[src/rtl/cursor_pkg.sv]
// cursor_pkg: shared constants for the cursor overlay.
//   cursor_mode_t   : cursor shape selector (off / crosshair / box / sprite)
//   SPRITE_DIM      : sprite width and height in pixels
//   OVERLAY_LATENCY : clocks from any input to the matching output
package cursor_pkg;

    typedef enum logic [1:0] {
        CURSOR_OFF    = 2'd0,
        CURSOR_CROSS  = 2'd1,
        CURSOR_BOX    = 2'd2,
        CURSOR_SPRITE = 2'd3
    } cursor_mode_t;

    localparam int SPRITE_DIM      = 16;
    localparam int OVERLAY_LATENCY = 2;

endpackage

[src/rtl/cursor_sprite_rom.sv]
// cursor_sprite_rom: 16x16 1-bit arrow cursor, tip at the top-left corner.
// Purely combinational; bit n of the returned row is column n (bit 0 = leftmost).
//   row  in  4   sprite row (dy)
//   bits out 16  pixel mask of that row
module cursor_sprite_rom
    import cursor_pkg::*;
(
    input  logic [3:0]            row,
    output logic [SPRITE_DIM-1:0] bits
);

    // Rows 0..10 form the arrow head (a filled right triangle),
    // rows 11..15 the three-pixel-wide tail slanting down-right.
    always_comb begin
        bits = '0;
        case (row)
            4'd0:  bits = 16'h0001;
            4'd1:  bits = 16'h0003;
            4'd2:  bits = 16'h0007;
            4'd3:  bits = 16'h000F;
            4'd4:  bits = 16'h001F;
            4'd5:  bits = 16'h003F;
            4'd6:  bits = 16'h007F;
            4'd7:  bits = 16'h00FF;
            4'd8:  bits = 16'h01FF;
            4'd9:  bits = 16'h03FF;
            4'd10: bits = 16'h07FF;
            4'd11: bits = 16'h00E0;
            4'd12: bits = 16'h01C0;
            4'd13: bits = 16'h0380;
            4'd14: bits = 16'h0700;
            4'd15: bits = 16'h0E00;
            default: bits = '0;
        endcase
    end

endmodule

[src/rtl/cursor_overlay.sv]
// cursor_overlay: draws a mouse cursor onto a VGA pixel stream.
// The cursor position and shape are latched once per frame on the rising
// edge of in_vsync so the cursor never tears. Every output, timing included,
// is exactly two pixel clocks behind its input.
// Build option: define CURSOR_SPRITE_EN to build the 16x16 arrow sprite for
// mode 3; without it mode 3 draws the crosshair.
// Ports:
//   clk_pixel, reset                   pixel clock, sync active-high reset
//   mouse_x, mouse_y, mouse_btn        raw mouse position and buttons
//   mode                               0 off, 1 crosshair, 2 box, 3 sprite
//   beam_x, beam_y                     coordinates of the incoming pixel
//   in_red/green/blue, in_h/vsync, in_blank     source stream
//   out_red/green/blue, out_h/vsync, out_blank  composited stream
module cursor_overlay
    import cursor_pkg::*;
#(
    parameter int C_x_bits       = 10,
    parameter int C_y_bits       = 10,
    parameter int C_h_visible    = 640,
    parameter int C_v_visible    = 480,
    parameter int C_color_bits   = 8,
    parameter int C_size         = 8,
    parameter int C_blink_frames = 0
) (
    input  logic                    clk_pixel,
    input  logic                    reset,
    input  logic [C_x_bits-1:0]     mouse_x,
    input  logic [C_y_bits-1:0]     mouse_y,
    input  logic [2:0]              mouse_btn,
    input  logic [1:0]              mode,
    input  logic [C_x_bits-1:0]     beam_x,
    input  logic [C_y_bits-1:0]     beam_y,
    input  logic [C_color_bits-1:0] in_red,
    input  logic [C_color_bits-1:0] in_green,
    input  logic [C_color_bits-1:0] in_blue,
    input  logic                    in_hsync,
    input  logic                    in_vsync,
    input  logic                    in_blank,
    output logic [C_color_bits-1:0] out_red,
    output logic [C_color_bits-1:0] out_green,
    output logic [C_color_bits-1:0] out_blue,
    output logic                    out_hsync,
    output logic                    out_vsync,
    output logic                    out_blank
);

    localparam logic [C_x_bits-1:0] X_MAX    = C_x_bits'(C_h_visible - 1);
    localparam logic [C_y_bits-1:0] Y_MAX    = C_y_bits'(C_v_visible - 1);
    localparam logic [C_x_bits-1:0] X_CENTER = C_x_bits'(C_h_visible / 2);
    localparam logic [C_y_bits-1:0] Y_CENTER = C_y_bits'(C_v_visible / 2);
    localparam logic signed [C_x_bits:0] SIZE_X = (C_x_bits + 1)'(C_size);
    localparam logic signed [C_y_bits:0] SIZE_Y = (C_y_bits + 1)'(C_size);

    function automatic logic [C_x_bits-1:0] clamp_x(input logic [C_x_bits-1:0] v);
        return (v > X_MAX) ? X_MAX : v;
    endfunction

    function automatic logic [C_y_bits-1:0] clamp_y(input logic [C_y_bits-1:0] v);
        return (v > Y_MAX) ? Y_MAX : v;
    endfunction

    logic [C_x_bits-1:0] cur_x;
    logic [C_y_bits-1:0] cur_y;
    cursor_mode_t        cur_mode;
    logic                vsync_rise;
    logic                blink_vis;

    logic [C_color_bits-1:0] red_p1, green_p1, blue_p1;
    logic                    hsync_p1, vsync_p1, blank_p1, draw_p1;
    logic [2:0]              btn_p1;

    // vsync_p1 doubles as the previous-cycle vsync for edge detection.
    assign vsync_rise = in_vsync & ~vsync_p1;

    always_ff @(posedge clk_pixel) begin
        if (reset) begin
            cur_x    <= X_CENTER;
            cur_y    <= Y_CENTER;
            cur_mode <= CURSOR_CROSS;
        end else if (vsync_rise) begin
            cur_x    <= clamp_x(mouse_x);
            cur_y    <= clamp_y(mouse_y);
            cur_mode <= cursor_mode_t'(mode);
        end
    end

    generate
        if (C_blink_frames > 0) begin : g_blink
            localparam int CNT_W = $clog2(2 * C_blink_frames) + 1;
            localparam logic [CNT_W-1:0] CNT_ON   = CNT_W'(C_blink_frames);
            localparam logic [CNT_W-1:0] CNT_LAST = CNT_W'(2 * C_blink_frames - 1);
            logic [CNT_W-1:0] blink_cnt;

            // A pressed button parks the counter at the start of the "on" phase.
            always_ff @(posedge clk_pixel) begin
                if (reset || (|mouse_btn)) begin
                    blink_cnt <= '0;
                end else if (vsync_rise) begin
                    blink_cnt <= (blink_cnt == CNT_LAST) ? '0 : blink_cnt + 1'b1;
                end
            end

            assign blink_vis = (|mouse_btn) || (blink_cnt < CNT_ON);
        end else begin : g_no_blink
            assign blink_vis = 1'b1;
        end
    endgenerate

    // Offsets are one bit wider and signed so a cursor near 0 never wraps.
    logic signed [C_x_bits:0] beam_xs, cur_xs, dx, adx;
    logic signed [C_y_bits:0] beam_ys, cur_ys, dy, ady;
    logic                     cross_hit, box_hit, hit;

    assign beam_xs = {1'b0, beam_x};
    assign cur_xs  = {1'b0, cur_x};
    assign beam_ys = {1'b0, beam_y};
    assign cur_ys  = {1'b0, cur_y};

    always_comb begin
        dx  = beam_xs - cur_xs;
        dy  = beam_ys - cur_ys;
        adx = dx[C_x_bits] ? -dx : dx;
        ady = dy[C_y_bits] ? -dy : dy;
    end

    assign cross_hit = (beam_x == cur_x) || (beam_y == cur_y);
    assign box_hit   = (adx <= SIZE_X) && (ady <= SIZE_Y) &&
                       ((adx == SIZE_X) || (ady == SIZE_Y));

`ifdef CURSOR_SPRITE_EN
    localparam logic signed [C_x_bits:0] SPR_X = (C_x_bits + 1)'(SPRITE_DIM);
    localparam logic signed [C_y_bits:0] SPR_Y = (C_y_bits + 1)'(SPRITE_DIM);
    logic [SPRITE_DIM-1:0] sprite_row;
    logic                  sprite_hit;

    cursor_sprite_rom u_sprite_rom (
        .row  (dy[3:0]),
        .bits (sprite_row)
    );

    assign sprite_hit = !dx[C_x_bits] && (dx < SPR_X) &&
                        !dy[C_y_bits] && (dy < SPR_Y) &&
                        sprite_row[dx[3:0]];
`else
    logic sprite_hit;
    assign sprite_hit = cross_hit;
`endif

    always_comb begin
        hit = 1'b0;
        case (cur_mode)
            CURSOR_OFF:    hit = 1'b0;
            CURSOR_CROSS:  hit = cross_hit;
            CURSOR_BOX:    hit = box_hit;
            CURSOR_SPRITE: hit = sprite_hit;
            default:       hit = 1'b0;
        endcase
    end

    // Stage 1: hit decision registered alongside the delayed source pixel
    always_ff @(posedge clk_pixel) begin
        if (reset) begin
            red_p1   <= '0;
            green_p1 <= '0;
            blue_p1  <= '0;
            hsync_p1 <= 1'b0;
            vsync_p1 <= 1'b0;
            blank_p1 <= 1'b1;
            draw_p1  <= 1'b0;
            btn_p1   <= '0;
        end else begin
            red_p1   <= in_red;
            green_p1 <= in_green;
            blue_p1  <= in_blue;
            hsync_p1 <= in_hsync;
            vsync_p1 <= in_vsync;
            blank_p1 <= in_blank;
            draw_p1  <= hit & blink_vis & ~in_blank;
            btn_p1   <= mouse_btn;
        end
    end

    // No button gives white; otherwise each pressed button lights its channel.
    logic [C_color_bits-1:0] cursor_red, cursor_green, cursor_blue;
    logic                    no_btn;

    always_comb begin
        no_btn       = ~|btn_p1;
        cursor_red   = (no_btn || btn_p1[0]) ? '1 : '0;
        cursor_green = (no_btn || btn_p1[1]) ? '1 : '0;
        cursor_blue  = (no_btn || btn_p1[2]) ? '1 : '0;
    end

    // Stage 2: colour mux into the output registers
    always_ff @(posedge clk_pixel) begin
        if (reset) begin
            out_red   <= '0;
            out_green <= '0;
            out_blue  <= '0;
            out_hsync <= 1'b0;
            out_vsync <= 1'b0;
            out_blank <= 1'b1;
        end else begin
            out_red   <= draw_p1 ? cursor_red   : red_p1;
            out_green <= draw_p1 ? cursor_green : green_p1;
            out_blue  <= draw_p1 ? cursor_blue  : blue_p1;
            out_hsync <= hsync_p1;
            out_vsync <= vsync_p1;
            out_blank <= blank_p1;
        end
    end

endmodule

[config.mk]
export PLATFORM = sky130hd
export DESIGN_NAME = cursor_overlay
export DESIGN_NICKNAME = d
export VERILOG_FILES = /design/src/rtl/cursor_pkg.sv /design/src/rtl/cursor_sprite_rom.sv /design/src/rtl/cursor_overlay.sv
export SDC_FILE = /design/constraint.sdc
export NUM_CORES = 1
export LEC_CHECK = 0
export CORE_MARGIN = 1.5
export CORE_UTILIZATION = 45
export CTS_CLUSTER_SIZE = 40
export DETAILED_ROUTE_END_ITERATION = 10
export PLACE_DENSITY = 0.83
export SYNTH_ARGS = -nofsm -noshare
export SYNTH_HDL_FRONTEND = slang
export SYNTH_SLANG_ARGS = --single-unit
[constraint.sdc]
create_clock -name clk_pixel -period 9.7 [get_ports clk_pixel]
set_input_delay 1.455 -clock clk_pixel [delete_from_list [all_inputs] [get_ports clk_pixel]]
set_output_delay 1.455 -clock clk_pixel [all_outputs]
set_load 0.05 [all_outputs]
==> impl_metrics.env <==
export IMPL_drv_slew=0
export IMPL_clockBufferDepth=2
export IMPL_synth_largest_area_cell="dfxtp_1"
export IMPL_clkTransAtPathRegs_ps=80
export IMPL_skew_ps=13.0
export IMPL_cts_sinks=80
export IMPL_cts_hold_buf=0
export IMPL_grt_pass1_vias=3828
export IMPL_multi_input_area_um2=2340
export IMPL_antenna_left=0
export IMPL_cts_repair_resized=0
export IMPL_synthesis_area_um2=4140
export IMPL_place_ws_ps=4740
export IMPL_dp_hpwl_um=7390
export IMPL_syn_avg_cell_area_um2=8.47
export IMPL_drv_cap=0
export IMPL_crit_fanout=4
export IMPL_globalRouteOverflowTotal=0
export IMPL_synth_flop_cell="dfxtp_1"
export IMPL_wire_per_inst_um=14.3
export IMPL_path_cells="clkdlybuf4s50_1, inv_1, ha_1, fa_1, nand2b_1, a21oi_2, xor2_1, nor4_2, nand3_1, mux2_1, o21ai_1, nor4b_2, nor3_1, a2111oi_2"
export IMPL_worst_pin_slew_ps=876
export IMPL_grt_usage_pct=20.8
export IMPL_path_class="in -> reg"
export IMPL_die_height_um=98.9
export IMPL_grt_start_max_net_pins=80
export IMPL_initial_core_util_pct=47.0
export IMPL_wl_um=9950
export IMPL_fmax_mhz=214
export IMPL_synth_cells=489
export IMPL_r2r_end="draw_p1"
export IMPL_violations="design-rule violations"
export IMPL_vias=3723
export IMPL_num_io_pins=101
export IMPL_layout_min_cycle_time_ps=4660
export IMPL_drtIter0Drc=142
export IMPL_ys_types=66
export IMPL_seqCellArea_um2=1600
export IMPL_cp_slowest_cell="nor4_2"
export IMPL_hold_viol_final=0
export IMPL_numPortBuffers=100
export IMPL_dieArea_um2=9790
export IMPL_setup_ws_ps=5040
export IMPL_tritoncts_num_buffers=9
export IMPL_post_cts_setup_buffers=0
export IMPL_yosysMostFrequentCell="dfxtp_1"
export IMPL_yosys_warnings=0
export IMPL_synth_top_cells_by_area="dfxtp_1 39%, ha_1 6.0%, nor2b_1 5.6%"
export IMPL_core_um2=8810
export IMPL_min_to="out_blank"
export IMPL_antenna_found_initial=0
export IMPL_nNetsFinal=677
export IMPL_route_detailed_drc=5
export IMPL_ys_ff_latch=80
export IMPL_syn_to_final_growth_pct=30.1
export IMPL_powerDensity_nw_per_um2=150
export IMPL_reg2reg_from="cur_y[0]"
export IMPL_cts_tree="yes"
export IMPL_end_kind="register"
export IMPL_reg2regPathDepth=12
export IMPL_synth_common_cells="80 x dfxtp_1, 43 x nor2_1, 42 x a21oi_1, 37 x nor2b_1, 32 x nand2b_1"
export IMPL_hold_path_class="reg -> reg"
export IMPL_seq_area_frac_synth_pct=38.7
export IMPL_fin_crit_sh_pct=48.1
export IMPL_clk_insertion_delay_late_ps=340
export IMPL_rows=34
export IMPL_hold_depth=1
export IMPL_maxSlewHeadroom_pct=41.6
export IMPL_viasPerCell=5.36
export IMPL_worstPathArrival_ps=4890
export IMPL_n_antenna_cell=0
export IMPL_dr_pass1_iters=7
export IMPL_required_ps=9930
export IMPL_rsz0062_at_grt="no"
export IMPL_status="complete, but fails checks"
export IMPL_setup_viol=0
export IMPL_place_inst=678
export IMPL_setup_tns_ps=0
export IMPL_synth_edf_count=0
export IMPL_holdWs_ps=412
export IMPL_h_tree_depth=3
export IMPL_grt_pass1_wl_um=16700
export IMPL_crit_path_start_kind="input port"
export IMPL_drive_above_1_share_pct=5.97
export IMPL_final_cells=694
export IMPL_hp_start="blank_p1"
export IMPL_rrSetupSlack_ps=6340
export IMPL_vdd_ir_drop_max_uv=93.8
export IMPL_die_w_um=98.9
export IMPL_synth_top_cell_area_share_pct=38.7
export IMPL_synthArstFlopShare_pct=0
export IMPL_cts_root_buffer="clkbuf_8"
export IMPL_power_leakage_nw=2.11
export IMPL_synthesis_nets=585
export IMPL_max_stage_delay_ps=480
export IMPL_fillers=803
export IMPL_routabilityCongestion=0.809
-- area by class of cell --
cell class,count,share of cell area (%)
clock buffer,10,2.56
clock inverter,6,0.953
inverter,29,2.02
multi-input combinational,359,43.4
sequential,80,29.7
tap,108,2.51
timing repair buffer,102,18.8
-- logic make-up after synthesis --
family | synth area share (%)
xor+xnor | 2.93
simple gates | 26.5
fa+ha+maj | 7.01
mux | 0.272
flops | 38.7
buf+inv | 4.80
compound gates | 19.8
-- placed cells by master, fill, tap and decap left out, types with 5 or more instances in the layout --
cell	Yosys	final
nand2_1	28	28
a21oi_1	42	42
clkdlybuf4s50_1	0	99
xnor2_1	6	6
xor2_1	6	6
nand2b_1	32	32
dfxtp_1	80	80
nor2b_1	37	37
nor2_1	43	43
nand3_1	9	9
clkbuf_8	1	10
o21ai_0	12	12
ha_1	20	20
o21ai_1	7	7
inv_1	29	29
a211oi_1	12	12
nor3_1	20	20
o21a_1	5	5
-- sequential cells by signal (all words and copies together) (netlist names) --
name       count
blank_p1       1
blue_p1        8
btn_p1         3
cur_mode       2
cur_x         10
cur_y         10
draw_p1        1
green_p1       8
hsync_p1       1
out_blank      1
out_blue       8
out_green      8
out_hsync      1
out_red        8
out_vsync      1
red_p1         8
vsync_p1       1
-- through the flow --
step           utilization, %  power [mW]  cell area (µm²)
2_1_floorplan               -       0.512             4140
3_3_place_gp             59.0       0.571             5200
3_5_place_dp             59.0       0.579             5200
4_1_cts                  61.2       0.812             5390
5_1_grt                  61.2       0.851             5390
6_report                 61.2       0.807             5390
-- worst max-delay path: cells and delay by family --
| family | cells | cell delay [ps] |
|---|---|---|
| AOI/OAI and AO/OA | 3 | 590 |
| adders and majority gates | 2 | 650 |
| muxes | 1 | 350 |
| and+or+nand+nor | 5 | 1200 |
| buffers and inverters | 2 | 500 |
| xor gates and xnor gates | 1 | 130 |
-- how the worst max path moves through the flow --
stage | from | endpoint
6_report | beam_y[0] | draw_p1
5_1_grt | beam_y[0] | draw_p1
4_1_cts | beam_y[0] | draw_p1
3_5_place_dp | beam_y[0] | draw_p1
3_3_place_gp | beam_y[0] | draw_p1
2_1_floorplan | beam_y[0] | draw_p1
-- power by group --
part | leakage, nW | internal, mW | total, mW | switching [mW]
Sequential | 0.662 | 0.345 | 0.351 | 0.00595
Clock | 0.0875 | 0.104 | 0.232 | 0.128
Combinational | 1.36 | 0.101 | 0.223 | 0.122
Total | 2.11 | 0.550 | 0.807 | 0.257
-- layer usage --
metal  GRT usage, %  routed length [µm]
met1           24.5                4220
met2           38.2                5010
met3           3.19                 467
met4           7.47                 246
met5              0                   0
Power figures use the tool's default switching activity.
==> patch: new RTL, same settings <==
Remove the register `out_blue`: a continuous assignment takes its place, so the output `out_blue` follows one clock earlier.
--- a/src/rtl/cursor_overlay.sv
+++ b/src/rtl/cursor_overlay.sv
@@ -197,5 +197,4 @@
             out_red   <= '0;
             out_green <= '0;
-            out_blue  <= '0;
             out_hsync <= 1'b0;
             out_vsync <= 1'b0;
@@ -204,5 +203,4 @@
             out_red   <= draw_p1 ? cursor_red   : red_p1;
             out_green <= draw_p1 ? cursor_green : green_p1;
-            out_blue  <= draw_p1 ? cursor_blue  : blue_p1;
             out_hsync <= hsync_p1;
             out_vsync <= vsync_p1;
@@ -211,4 +209,6 @@
     end
 
+    assign out_blue = draw_p1 ? cursor_blue  : blue_p1;
+
 endmodule
 
Behaviour: not the same (a bounded check fails within 4 cycles, from zero or initial values and one cycle with reset high).
==> patch against the unedited design <==
- sequential cell count shrank 8
- clock skew rose by 0.0010 ns
- design area shrank 7.4%
- maximum frequency increased by 7.2%
- total power shrank 7.1%
- setup slack improved by 0.31 ns
- final cell count decreased by 7.1%
- sequential power fell by 9.7%
- synthesized area is 10% lower
- wire length decreased by 11%
==> patch: results (changes against the unedited design) <==
The placed wire-length estimate after detailed placement came out at 6650 microns (was 7390 microns). The largest incremental delay on the critical path is 0.45 ns (was 0.48 ns). The worst slack at placement came out at 5.02 ns (was 4.74 ns). The synthesized netlist net count is 534 (was 585). The final routed wirelength across all metal layers came out at 8830 microns (was 9950 microns). The final-stage net count came out at 634 (was 677). Largest registers in the final layout: cur_x: 10 flops, cur_y: 10 flops (unchanged). The remaining max-slew budget at the tightest pin is 0.413 (was 0.416).

The via count is 3365 (was 3723). The instance count after placement with tap cells included is 629 (was 678). The proportion of layout cells with a drive suffix above 1 came out at 0.0608 (was 0.0597). The kind of cell adding the most delay to the critical path is compound AO/OA/AOI/OAI gates (was simple AND/OR/NAND/NOR gates).

The clock skew after layout was 0.0140 ns (was 0.0130 ns). The cell at the slowest stage of the critical path is clkdlybuf4s50_1 (was nor4_2). The combined global-route utilization of all metal layers came to 0.211 (was 0.208).

The wire length of the first global-routing pass came to 14700 microns (was 16700 microns). Result of the run: completed (was finished with violations). The last weighted congestion value of the routability-driven placer is 0.902 (was 0.809). The largest vdd supply drop is 0.106 mV (was 0.0938 mV). The number of optimization iterations in the first detailed-route pass is 4 (was 7). The fraction of registers with async set or reset after synthesis came out at 0 (unchanged). Commonest cells in the netlist: 72 x dfxtp_1, 39 x inv_1, 37 x a21oi_1 (was 80 x dfxtp_1, 43 x nor2_1, 42 x a21oi_1). The number of setup buffers added after CTS is 0 (unchanged). The arrival time of data at the critical path endpoint came out at 4.60 ns (was 4.89 ns). The internal reg-to-reg setup slack came out at 6.63 ns (was 6.34 ns). The largest fanout on the critical path is 5 (was 4).

Top post-synthesis cells by area: dfxtp_1 39%, ha_1 6.7%, nor2b_1 5.7% (was dfxtp_1 39%, ha_1 6.0%, nor2b_1 5.6%). The per-instance average area after synthesis was 8.47 sq um (about the same). The buffer levels on the longest clock path came to 2 (unchanged). The count of synthesis-stage warnings from yosys came out at 0 (unchanged). The count of buffers inserted at the top-level ports is 100 (unchanged). The TritonCTS buffer count is 9 (unchanged). The leakage component of the power is 2.01 nW (was 2.11 nW). The initial DRC count came out at 78 (was 142).

The minimum period implied by the final worst setup slack was 4.35 ns (was 4.66 ns). The maximum number of pins on one net before global-route repair came out at 72 (was 80). The number of H-tree levels came out at 3 (unchanged).

The number of unique standard cell types used by synthesis was 53 (was 66). The total of cells resized after clock tree synthesis is 0 (unchanged). The detailed-route vias per instance is 5.22 (was 5.36). The type of the most critical hold path is reg -> reg (unchanged). The register area share after synthesis is 0.389 (was 0.387).
[patch: area by class of cell]
type | instances | area, sq um
clock buffers | 9 | 124
clock inverters | 7 | 65.1
fillers | 698 | 2860
inverters | 39 | 146
multi-input cells | 314 | 2070
flip-flops and latches | 72 | 1440
well taps | 102 | 128
repair buffers | 102 | 1010
[patch: through the flow]
stage               hold WS (ns)   util  instance area [sq um]
finish                     0.414  0.636                   4990
global placement           0.397  0.612                   4800
CTS                        0.416  0.636                   4990
floorplan                  0.389      -                   3710
detailed placement         0.396  0.612                   4800
global route               0.424  0.636                   4990
[patch: final timing paths]
check,endpoint,cells after the start,startpoint
worst min-delay path,out_blank,1,blank_p1
worst max-delay path,draw_p1,14,beam_y[0]
worst min register to register,out_blank,1,blank_p1
worst max register to register,draw_p1,12,cur_y[0]
[patch: report_power, final]
group / leakage, nW / internal [W] / switching, W
Sequential: 0.596 / 0.000311 / 0.00000582
Clock: 0.0856 / 0.0000975 / 0.000126
Combinational: 1.33 / 0.0000954 / 0.000114
Total: 2.01 / 0.000504 / 0.000246
[patch: metal layers]
metal / wire, microns / track usage / part of all wire / vias up
met5: 0 / 0 / 0 / -
met4: 111 / 0.0709 / 0.013 / 0
met3: 430 / 0.0437 / 0.049 / 9
met2: 4460 / 0.379 / 0.50 / 98
met1: 3830 / 0.248 / 0.43 / 1536
li1: - / - / - / 1722
[patch: logic make-up after synthesis]
family          synth area share
compound gates             0.215
xor+xnor                  0.0378
fa+ha+maj                 0.0782
buf+inv                   0.0526
flops                      0.389
mux                      0.00540
simple gates               0.223
[patch: worst reg2reg max path, cell delays in order, from the launching register on]
cell and delay [ns]:
dfxtp_1 0.33, ha_1 0.22, fa_1 0.41, nand2b_1 0.21
a21oi_1 0.17, xor2_1 0.14, nor3_1 0.44, mux2i_1 0.15
o31ai_1 0.23, nand4_1 0.12, a21oi_1 0.14, a21oi_1 0.07
o41ai_2 0.33
